==> src/rtl/fp_mul_pipe_if.sv <==
`timescale 1ns/1ps
// Valid/ready operand and result stream of fp_mul_pipe.
// The out_flags wire exists only when FPMUL_FLAGS_EN is defined.
interface fp_mul_pipe_if #(
    parameter int EXP_W = 8,
    parameter int MAN_W = 23
);
    localparam int W = 1 + EXP_W + MAN_W;

    logic         in_valid;
    logic         in_ready;
    logic [W-1:0] in_a;
    logic [W-1:0] in_b;
    logic         out_valid;
    logic         out_ready;
    logic [W-1:0] out_p;

`ifdef FPMUL_FLAGS_EN
    logic [3:0]   out_flags;

    modport master (
        output in_valid, in_a, in_b, out_ready,
        input  in_ready, out_valid, out_p, out_flags
    );

    modport slave (
        input  in_valid, in_a, in_b, out_ready,
        output in_ready, out_valid, out_p, out_flags
    );
`else
    modport master (
        output in_valid, in_a, in_b, out_ready,
        input  in_ready, out_valid, out_p
    );

    modport slave (
        input  in_valid, in_a, in_b, out_ready,
        output in_ready, out_valid, out_p
    );
`endif
endinterface

==> src/rtl/fp_mul_pipe.sv <==
`timescale 1ns/1ps
// Three-stage FTZ/DAZ floating-point multiplier (round-to-nearest-even) with valid/ready flow.
// Define FPMUL_FLAGS_EN to add the {invalid, overflow, underflow, inexact} flag pipeline.
module fp_mul_pipe #(
    parameter int EXP_W = 8,
    parameter int MAN_W = 23
) (
    input  logic          clk,
    input  logic          rst_n,
    fp_mul_pipe_if.slave  bus
);
    localparam int W  = 1 + EXP_W + MAN_W;
    localparam int XW = EXP_W + 2;
    localparam int PW = 2 * MAN_W + 2;
    localparam logic signed [XW-1:0] BIAS    = XW'(2**(EXP_W-1) - 1);
    localparam logic signed [XW-1:0] EXP_MAX = XW'(2**EXP_W - 1);
    localparam logic [W-1:0] QNAN = {1'b0, {EXP_W{1'b1}}, 1'b1, {(MAN_W-1){1'b0}}};

    typedef enum logic [1:0] {CLS_NORMAL, CLS_ZERO, CLS_INF, CLS_NAN} cls_e;

    logic adv;

    logic [1:0][EXP_W-1:0] op_exp;
    logic [1:0][MAN_W-1:0] op_frac;
    logic [1:0]            op_sign;
    logic [1:0]            op_zero;
    logic [1:0]            op_inf;
    logic [1:0]            op_nan;
    logic                  inf_times_zero;

    logic                  s1_sign_next;
    cls_e                  s1_cls_next;
    logic signed [XW-1:0]  s1_exp_next;
    logic [PW-1:0]         s1_prod_next;

    logic                  s1_valid_reg;
    logic                  s1_sign_reg;
    cls_e                  s1_cls_reg;
    logic signed [XW-1:0]  s1_exp_reg;
    logic [PW-1:0]         s1_prod_reg;

    logic [MAN_W-1:0]      frac_sel;
    logic                  guard;
    logic                  sticky;
    logic                  round_up;
    logic [MAN_W:0]        frac_rnd;
    logic signed [XW-1:0]  exp_norm;
    logic [MAN_W-1:0]      s2_frac_next;
    logic signed [XW-1:0]  s2_exp_next;

    logic                  s2_valid_reg;
    logic                  s2_sign_reg;
    cls_e                  s2_cls_reg;
    logic [MAN_W-1:0]      s2_frac_reg;
    logic signed [XW-1:0]  s2_exp_reg;

    logic                  res_ovf;
    logic                  res_unf;
    logic [W-1:0]          out_p_next;
    logic [W-1:0]          out_p_reg;
    logic                  out_valid_reg;

`ifdef FPMUL_FLAGS_EN
    logic [1:0]            op_snan;
    logic                  s1_invalid_next;
    logic                  s1_invalid_reg;
    logic                  s2_invalid_reg;
    logic                  s2_lost_next;
    logic                  s2_lost_reg;
    logic [3:0]            out_flags_next;
    logic [3:0]            out_flags_reg;
`endif

    // Every stage moves in lock-step; the only stall source is a held result.
    assign adv          = !out_valid_reg || bus.out_ready;
    assign bus.in_ready = adv;

    // ---------------- Stage 1: unpack, classify, exponent sum, mantissa product
    for (genvar gi = 0; gi < 2; gi++) begin : g_unpack
        logic [W-1:0] opnd;
        assign opnd         = (gi == 0) ? bus.in_a : bus.in_b;
        assign op_sign[gi]  = opnd[W-1];
        assign op_exp[gi]   = opnd[W-2 -: EXP_W];
        assign op_frac[gi]  = opnd[MAN_W-1:0];
        // Exponent zero covers subnormals too: they are treated as zero.
        assign op_zero[gi]  = (op_exp[gi] == '0);
        assign op_inf[gi]   = (&op_exp[gi]) && (op_frac[gi] == '0);
        assign op_nan[gi]   = (&op_exp[gi]) && (op_frac[gi] != '0);
`ifdef FPMUL_FLAGS_EN
        assign op_snan[gi]  = op_nan[gi] && !op_frac[gi][MAN_W-1];
`endif
    end

    assign inf_times_zero = (op_inf[0] && op_zero[1]) || (op_inf[1] && op_zero[0]);

    always_comb begin
        s1_cls_next = CLS_NORMAL;
        if ((|op_nan) || inf_times_zero) begin
            s1_cls_next = CLS_NAN;
        end else if (|op_inf) begin
            s1_cls_next = CLS_INF;
        end else if (|op_zero) begin
            s1_cls_next = CLS_ZERO;
        end
    end

    assign s1_sign_next = op_sign[0] ^ op_sign[1];
    assign s1_exp_next  = $signed({2'b00, op_exp[0]}) + $signed({2'b00, op_exp[1]}) - BIAS;
    assign s1_prod_next = PW'({1'b1, op_frac[0]}) * PW'({1'b1, op_frac[1]});

`ifdef FPMUL_FLAGS_EN
    assign s1_invalid_next = inf_times_zero || (|op_snan);
`endif

    // ---------------- Stage 2: normalise and round to nearest even
    always_comb begin
        frac_sel = s1_prod_reg[PW-3 -: MAN_W];
        guard    = s1_prod_reg[MAN_W-1];
        sticky   = |s1_prod_reg[MAN_W-2:0];
        exp_norm = s1_exp_reg;
        if (s1_prod_reg[PW-1]) begin
            frac_sel = s1_prod_reg[PW-2 -: MAN_W];
            guard    = s1_prod_reg[MAN_W];
            sticky   = |s1_prod_reg[MAN_W-1:0];
            exp_norm = s1_exp_reg + XW'(1);
        end
        round_up     = guard && (frac_sel[0] || sticky);
        frac_rnd     = {1'b0, frac_sel} + {{MAN_W{1'b0}}, round_up};
        // Carry out of the fraction means the significand became 2.0: fraction wraps to 0.
        s2_frac_next = frac_rnd[MAN_W-1:0];
        s2_exp_next  = frac_rnd[MAN_W] ? exp_norm + XW'(1) : exp_norm;
    end

`ifdef FPMUL_FLAGS_EN
    assign s2_lost_next = guard || sticky;
`endif

    // ---------------- Stage 3: range check and pack
    assign res_ovf = (s2_cls_reg == CLS_NORMAL) && (s2_exp_reg >= EXP_MAX);
    assign res_unf = (s2_cls_reg == CLS_NORMAL) && !res_ovf &&
                     (s2_exp_reg[XW-1] || (s2_exp_reg == '0));

    always_comb begin
        out_p_next = {s2_sign_reg, s2_exp_reg[EXP_W-1:0], s2_frac_reg};
        case (s2_cls_reg)
            CLS_NAN:  out_p_next = QNAN;
            CLS_INF:  out_p_next = {s2_sign_reg, {EXP_W{1'b1}}, {MAN_W{1'b0}}};
            CLS_ZERO: out_p_next = {s2_sign_reg, {(W-1){1'b0}}};
            default: begin
                if (res_ovf) begin
                    out_p_next = {s2_sign_reg, {EXP_W{1'b1}}, {MAN_W{1'b0}}};
                end else if (res_unf) begin
                    out_p_next = {s2_sign_reg, {(W-1){1'b0}}};
                end
            end
        endcase
    end

`ifdef FPMUL_FLAGS_EN
    always_comb begin
        out_flags_next    = 4'b0000;
        out_flags_next[3] = (s2_cls_reg == CLS_NAN) && s2_invalid_reg;
        out_flags_next[2] = res_ovf;
        out_flags_next[1] = res_unf;
        out_flags_next[0] = res_ovf || res_unf ||
                            ((s2_cls_reg == CLS_NORMAL) && s2_lost_reg);
    end
`endif

    // ---------------- Control and output registers (reset)
    always_ff @(posedge clk or negedge rst_n) begin
        if (!rst_n) begin
            s1_valid_reg  <= 1'b0;
            s2_valid_reg  <= 1'b0;
            out_valid_reg <= 1'b0;
            out_p_reg     <= '0;
`ifdef FPMUL_FLAGS_EN
            out_flags_reg <= 4'b0000;
`endif
        end else if (adv) begin
            s1_valid_reg  <= bus.in_valid;
            s2_valid_reg  <= s1_valid_reg;
            out_valid_reg <= s2_valid_reg;
            // Bubbles leave the last result on out_p.
            if (s2_valid_reg) begin
                out_p_reg     <= out_p_next;
`ifdef FPMUL_FLAGS_EN
                out_flags_reg <= out_flags_next;
`endif
            end
        end
    end

    // ---------------- Datapath registers (no reset)
    always_ff @(posedge clk) begin
        if (adv) begin
            s1_sign_reg <= s1_sign_next;
            s1_cls_reg  <= s1_cls_next;
            s1_exp_reg  <= s1_exp_next;
            s1_prod_reg <= s1_prod_next;
            s2_sign_reg <= s1_sign_reg;
            s2_cls_reg  <= s1_cls_reg;
            s2_exp_reg  <= s2_exp_next;
            s2_frac_reg <= s2_frac_next;
`ifdef FPMUL_FLAGS_EN
            s1_invalid_reg <= s1_invalid_next;
            s2_invalid_reg <= s1_invalid_reg;
            s2_lost_reg    <= s2_lost_next;
`endif
        end
    end

    assign bus.out_valid = out_valid_reg;
    assign bus.out_p     = out_p_reg;
`ifdef FPMUL_FLAGS_EN
    assign bus.out_flags = out_flags_reg;
`endif

endmodule

==> src/flat_wrapper.sv <==
// flat-port wrapper written by rule: the top's interface ports become plain ports
module fp_mul_pipe_flat 
#(
    parameter int EXP_W = 8,
    parameter int MAN_W = 23
)
  (clk, rst_n, bus_in_valid, bus_in_a, bus_in_b, bus_out_ready, bus_in_ready, bus_out_valid, bus_out_p);
  fp_mul_pipe_if #(.EXP_W(EXP_W), .MAN_W(MAN_W)) bus_i ();
  input  logic clk;
  input  logic rst_n;
  input wire logic [$bits(bus_i.in_valid)-1:0] bus_in_valid;
  input wire logic [$bits(bus_i.in_a)-1:0] bus_in_a;
  input wire logic [$bits(bus_i.in_b)-1:0] bus_in_b;
  input wire logic [$bits(bus_i.out_ready)-1:0] bus_out_ready;
  output wire logic [$bits(bus_i.in_ready)-1:0] bus_in_ready;
  output wire logic [$bits(bus_i.out_valid)-1:0] bus_out_valid;
  output wire logic [$bits(bus_i.out_p)-1:0] bus_out_p;
  assign bus_i.in_valid = bus_in_valid;
  assign bus_i.in_a = bus_in_a;
  assign bus_i.in_b = bus_in_b;
  assign bus_i.out_ready = bus_out_ready;
  assign bus_in_ready = bus_i.in_ready;
  assign bus_out_valid = bus_i.out_valid;
  assign bus_out_p = bus_i.out_p;
  fp_mul_pipe #(.EXP_W(EXP_W), .MAN_W(MAN_W)) u_core (.clk(clk), .rst_n(rst_n), .bus(bus_i));
endmodule
==> config.mk <==
export PLATFORM = sky130hd
export DESIGN_NAME = fp_mul_pipe_flat
export DESIGN_NICKNAME = d
export VERILOG_FILES = /design/src/rtl/fp_mul_pipe_if.sv /design/src/rtl/fp_mul_pipe.sv /design/src/flat_wrapper.sv
export SDC_FILE = /design/constraint.sdc
export NUM_CORES = 2
export LEC_CHECK = 0
export ABC_AREA = 1
export CORE_ASPECT_RATIO = 0.9
export CORE_MARGIN = 2
export CORE_UTILIZATION = 30
export DETAILED_ROUTE_END_ITERATION = 12
export GPL_ROUTABILITY_DRIVEN = 1
export PLACE_DENSITY = 0.53
export SLEW_MARGIN = 10
export SYNTH_ARGS = -nofsm -noshare
export SYNTH_HDL_FRONTEND = slang
export SYNTH_SLANG_ARGS = --single-unit
==> constraint.sdc <==
create_clock -name clk -period 3.6 [get_ports clk]
set_input_delay 0.72 -clock clk [delete_from_list [all_inputs] [get_ports clk]]
set_output_delay 0.72 -clock clk [all_outputs]
set_load 0.05 [all_outputs]
==> After elaboration in Yosys (flattened, before gate mapping) <==
Index checks and enable logic that the tools add are counted.
{ "totals": {"reg_bits": 132, "inputBits": 68} }
{ "op_classes": {"n_addsub": 5, "multipliers": 1, "magnitude_cmp": 1, "eq_ne": 3, "n_mux": 10, "bitwise_logic": 1, "reduce_logical": 34} }
{ "ops": {"columns": ["cell", "count"], "rows": [
  ["case mux 32 bit (3 select lines)", 1],
  ["two-way mux 31 bit", 2],
  ["multiplier 24 x 24 -> 48 bit", 1],
  ["logical NOT 23 bit", 2],
  ["nonzero test 23 bit", 2],
  ["adder 23 x 1 -> 24 bit", 1],
  ["two-way mux 23 bit", 1],
  ["OR reduction 23 bit", 1],
  ["OR reduction 22 bit", 1],
  ["adder 10 x 2 -> 10 bit (second input constant)", 2],
  ["two-way mux 10 bit", 2],
  ["logical NOT 8 bit", 2],
  ["AND reduction 8 bit", 2],
  ["greater-or-equal comparator 10 x 9 -> 1 bit (second input constant)", 1],
  ["logical AND 1 bit", 10],
  ["logical NOT 10 bit", 1],
  ["subtractor 10 x 8 -> 10 bit (second input constant)", 1],
  ["adder 8 x 8 -> 9 bit", 1],
  ["OR reduction 2 bit", 3],
  ["logical OR 1 bit", 5],
  ["== test 2 bit (second input constant)", 2],
  ["two-way mux 1 bit", 4],
  ["OR reduction 3 bit", 1],
  ["== test 2 x 1 -> 1 bit (second input constant)", 1],
  ["other kinds (4)", 5]
]} }

==> Depth between registers and ports, before layout <==
{ "depth": {"word_depth": 8, "mapped_depth": 30, "mapped_depth_nobuf": 28} }

==> Worst setup path after synthesis <==
No wires, ideal clock.
{ "synth_path": {"path_type": "input -> register", "start": "input port bus_in_b[3]", "end": "register u_core.s1_prod_reg[39], data pin", "setup_ns": 0.252, "arrival_ns": 6.384, "setup_slack_ns": -3.036, "path_stages": 27, "path_cell_list": "clkbuf_1 -> clkbuf_1 -> nand2_1 -> fa_1 -> inv_1 -> fa_1 -> inv_1 -> fa_1 -> inv_1 -> fa_1 -> inv_1 -> fa_1 -> inv_1 -> fa_1 -> inv_1 -> fa_1 -> inv_1 -> ha_1 -> nand2_1 -> nor2_1 -> inv_1 -> nor3_1 -> nand4_1 -> nand2_1 -> nand2_1 -> nand3_1 -> nand2_1"} }
{ "synth_via": {"elab_chain_cells": 1} }
{ "synth_rtl": {"columns": ["item", "line_no", "rtl"], "rows": [
  ["from (decl)", "flat_wrapper.sv:13", "input wire logic [$bits(bus_i.in_b)-1:0] bus_in_b;"],
  ["multiplier 24 x 24 -> 48 bit", "fp_mul_pipe.sv:109", "assign s1_prod_next = PW'({1'b1, op_frac[0]}) * PW'({1'b1, op_frac[1]});"],
  ["net u_core.s1_prod_next[39]", "fp_mul_pipe.sv:34", "logic [PW-1:0] s1_prod_next;"],
  ["to (signal assigned)", "fp_mul_pipe.sv:200", "s1_prod_reg <= s1_prod_next;"],
  ["to (decl)", "fp_mul_pipe.sv:40", "logic [PW-1:0] s1_prod_reg;"]
]} }
The timed path passes the listed nets, and every way through them passes these cells.
A chain may end at the register's enable or synchronous reset.

==> Worst setup path in the final report <==
{ "layout_path": {"start": "input port bus_in_a[19]", "end": "register u_core.s1_prod_reg[47], data pin"} }
{ "layout_via": {"elab_chain_cells": 1} }
{ "layout_rtl": {"columns": ["item", "line_no", "rtl"], "rows": [
  ["from (decl)", "flat_wrapper.sv:12", "input wire logic [$bits(bus_i.in_a)-1:0] bus_in_a;"],
  ["multiplier 24 x 24 -> 48 bit", "fp_mul_pipe.sv:109", null],
  ["net u_core.s1_prod_next[47]", "fp_mul_pipe.sv:34", null]
]} }
The timed path passes the listed nets, and every way through them passes these cells.

==> metrics.txt <==
number of warnings issued by yosys=0; post-synthesis instance area=0.02688 mm²; die width=around 320 µm; fill cell instance count of the final layout=~8800; Clock H-tree levels=4; total global routing track utilization=19.33%; Max stage delay cell, worst path=sky130_fd_sc_hd__fa_2; wirelength, routed=86060 µm; most common cell after layout, fill and taps aside=sky130_fd_sc_hd__inv_1; EDFF count, synth=97; tightest hold margin=0.4189 ns; upper clock frequency limit=0.1650 GHz; post-detailed-placement half-perimeter wirelength=~63000 µm; instance area after placement=0.03234 mm²; DP Cell Count=4912; register clock-pin slew on the reported worst setup and hold paths=0.06 ns; worst min path class=flop to flop; total buffers and inverters traversed by the critical path=9; share of flip-flops with an asynchronous set or reset after synthesis=26.52%; # DRC=0; number of CTS-inserted buffers=17; unrepaired setup endpoints after global routing=true; via count of the first global-routing pass=approximately 24000; most frequent cells in the layout=sky130_fd_sc_hd__inv_1 (936), sky130_fd_sc_hd__nand2_1 (827), sky130_fd_sc_hd__fa_1 (453); final slew viol count=0; via count of the routed design=22888; area overhead of the layout relative to synthesis=37.82%; count of endpoints failing hold in the final timing report=0; CP startpoint kind=input port; share of the clock period used by the worst path after layout=168.3%; count of buffers inserted at the top-level ports=between 100 and 150; time the worst path needs with I/O delays and setup=slightly above 6 ns; slew at the pin with the worst max-slew slack=around 0.88 ns; Core Rows=104; critical path's most frequent cell=sky130_fd_sc_hd__fa_1; share of the synthesized area in the top cell type=35.98%; post-route antenna net violation count=0; CP Capture Type=flop; library cell used as clock root buffer=sky130_fd_sc_hd__clkbuf_16; wire length of the first global-routing pass=137100 µm; data arrival time of the worst path=6.24 ns; crit-path leading delay family=adder cells; Bufs on Longest Clock Path=2; final weighted congestion in routability-driven placement=0.8834; portion of the post-synthesis area used by sequential elements=between 10% and 20%; die area=0.09200 mm²; Max-Slew Margin vs Limit=41.42%; design area=0.03704 mm²; Die Ht=288.0 µm; number of top-level pins=between 100 and 150; average footprint of a synthesized cell=7.746 µm²; leading area contributor after synthesis=sky130_fd_sc_hd__fa_1; clock sink total=132; violations in the final reports=negative setup slack; Setup WS post-layout=-2.460 ns; commonest register cell after synthesis=sky130_fd_sc_hd__edfxtp_1; number of setup violations in the final report=43; fin util=41.56%; proportion of layout cells with a drive suffix above 1=26.63%; wire per inst=16.83 µm; GR Overflow Total=0; area of the core=0.08914 mm²; leading cell types by total area after synthesis=sky130_fd_sc_hd__fa_1 (36%), sky130_fd_sc_hd__inv_1 (14%), sky130_fd_sc_hd__nand2_1 (13%); count of max-cap constraint violations=0; Setup CP Type=input port to flop; status=complete, but fails checks; CTS tree=done; # nets final=4669; Detailed Routing Iterations Pass 1=9; effective utilization at floorplan=a little under a third; DRC violation total after the first TritonRoute iteration=1463; fin cells=5113; FF+latch count, synth=about 130; Register-to-Register Setup Slack=1.01 ns; Data required, critical path=around 3.8 ns; longest individual stage delay on the worst path=0.57 ns; count of different cell masters after synthesis=44; largest net degree at the start of global routing=64; flip-flop count of the largest register, all copies and words added=48; maximum fanout encountered on the critical timing path=6; drt via density=4.476; clock network latency to the later pin of the worst-skew pair=0.44 ns; Clock Skews=0.01659 ns; number of antenna violations at the first check in global routing=1; Post-Syn Nets=4206; cell count after synthesis=3470
[area by class of cell]
type | instances | area (µm²) | area share (%)
well taps | 1166 | 1459 | 3.938
repair buffers | 567 | 6437 | 17.38
inverters | 1044 | 3930 | 10.61
multi-input cells | 2171 | 20800 | 56.15
clock inverters | 13 | 150.1 | 0.4053
flip-flops and latches | 132 | 3789 | 10.23
clock buffers | 19 | 475.5 | 1.284
diodes | 1 | 2.502 | 0.006755
[cell usage after synthesis (8+ instances only)]
library cell               number
sky130_fd_sc_hd__o21ai_2        9
sky130_fd_sc_hd__clkbuf_1     115
sky130_fd_sc_hd__edfxtp_1      97
sky130_fd_sc_hd__nor3_1        12
sky130_fd_sc_hd__o21bai_1       8
sky130_fd_sc_hd__fa_1         483
sky130_fd_sc_hd__inv_2          8
sky130_fd_sc_hd__xor2_1        49
sky130_fd_sc_hd__nand2_2       11
sky130_fd_sc_hd__dfrtp_1       35
sky130_fd_sc_hd__nor4_1        12
sky130_fd_sc_hd__o21ai_0       58
sky130_fd_sc_hd__a21oi_1       62
sky130_fd_sc_hd__nand3_1       68
sky130_fd_sc_hd__nor2_1       148
sky130_fd_sc_hd__nand4_1       27
sky130_fd_sc_hd__nand2_1      963
sky130_fd_sc_hd__nor2_2        15
sky130_fd_sc_hd__xnor2_1       15
sky130_fd_sc_hd__inv_1       1035
sky130_fd_sc_hd__ha_1         185
[logic make-up after synthesis]
| logic type | count (synthesis) | synth area share [%] |
|---|---|---|
| compound gates | 156 | 3.240 |
| xor+xnor | 65 | 2.146 |
| fa+ha+maj | 668 | 44.59 |
| buf+inv | 1167 | 16.52 |
| flops | 132 | 14.10 |
| simple gates | 1282 | 19.41 |
[worst reg2reg max path: stages (launching register included)]
cell and delay [ns]:
sky130_fd_sc_hd__edfxtp_1 0.44, sky130_fd_sc_hd__buf_4 0.50, sky130_fd_sc_hd__nand2_1 0.13, sky130_fd_sc_hd__o21ai_2 0.10
sky130_fd_sc_hd__ha_1 0.26, sky130_fd_sc_hd__inv_1 0.13, sky130_fd_sc_hd__nor3_1 0.44, sky130_fd_sc_hd__nand4_1 0.17
sky130_fd_sc_hd__xor2_1 0.17
[what timing repair did]
action | CTS | global route
setup endpoints to repair | 43 | 43
pin swaps | 243 | 108
gates cloned | 34 | 0
hold endpoints to repair | 0 | 0
hold buffers | 0 | 0
resized for setup | 644 | 183
buffers inserted | 129 | 19
[final timing paths]
kind,start,end,depth (start not counted)
setup reg to reg,u_core.s1_prod_reg[47],u_core.s2_frac_reg[20],8
hold reg to reg,u_core.s1_sign_reg,u_core.s2_sign_reg,0
hold / removal,u_core.s1_sign_reg,u_core.s2_sign_reg,0
setup / recovery,bus_in_a[19],u_core.s1_prod_reg[47],25
min in group asynchronous,rst_n,u_core.bus.out_p[30],2
max in group asynchronous,rst_n,u_core.bus.out_p[1],2
[through the flow]
step | setup slack, ns | setup TNS [ns]
after floorplan | -2.439 | -87.81
final | -2.460 | -91.04
after CTS | -2.454 | -91.12
after global placement | -3.347 | -128.43
after global routing | -2.682 | -98.36
after detailed placement | -3.364 | -129.48
[metal layers]
layer  global-route usage [%]  part of all wire, %
met1                    25.96                   44
met2                    32.20                   47
met3                    3.925                  7.0
met4                    4.104                  2.1
met5                        0                    0
Power is not shown: default switching activity piles up to over one toggle a cycle in this logic, so the estimate is an artifact.
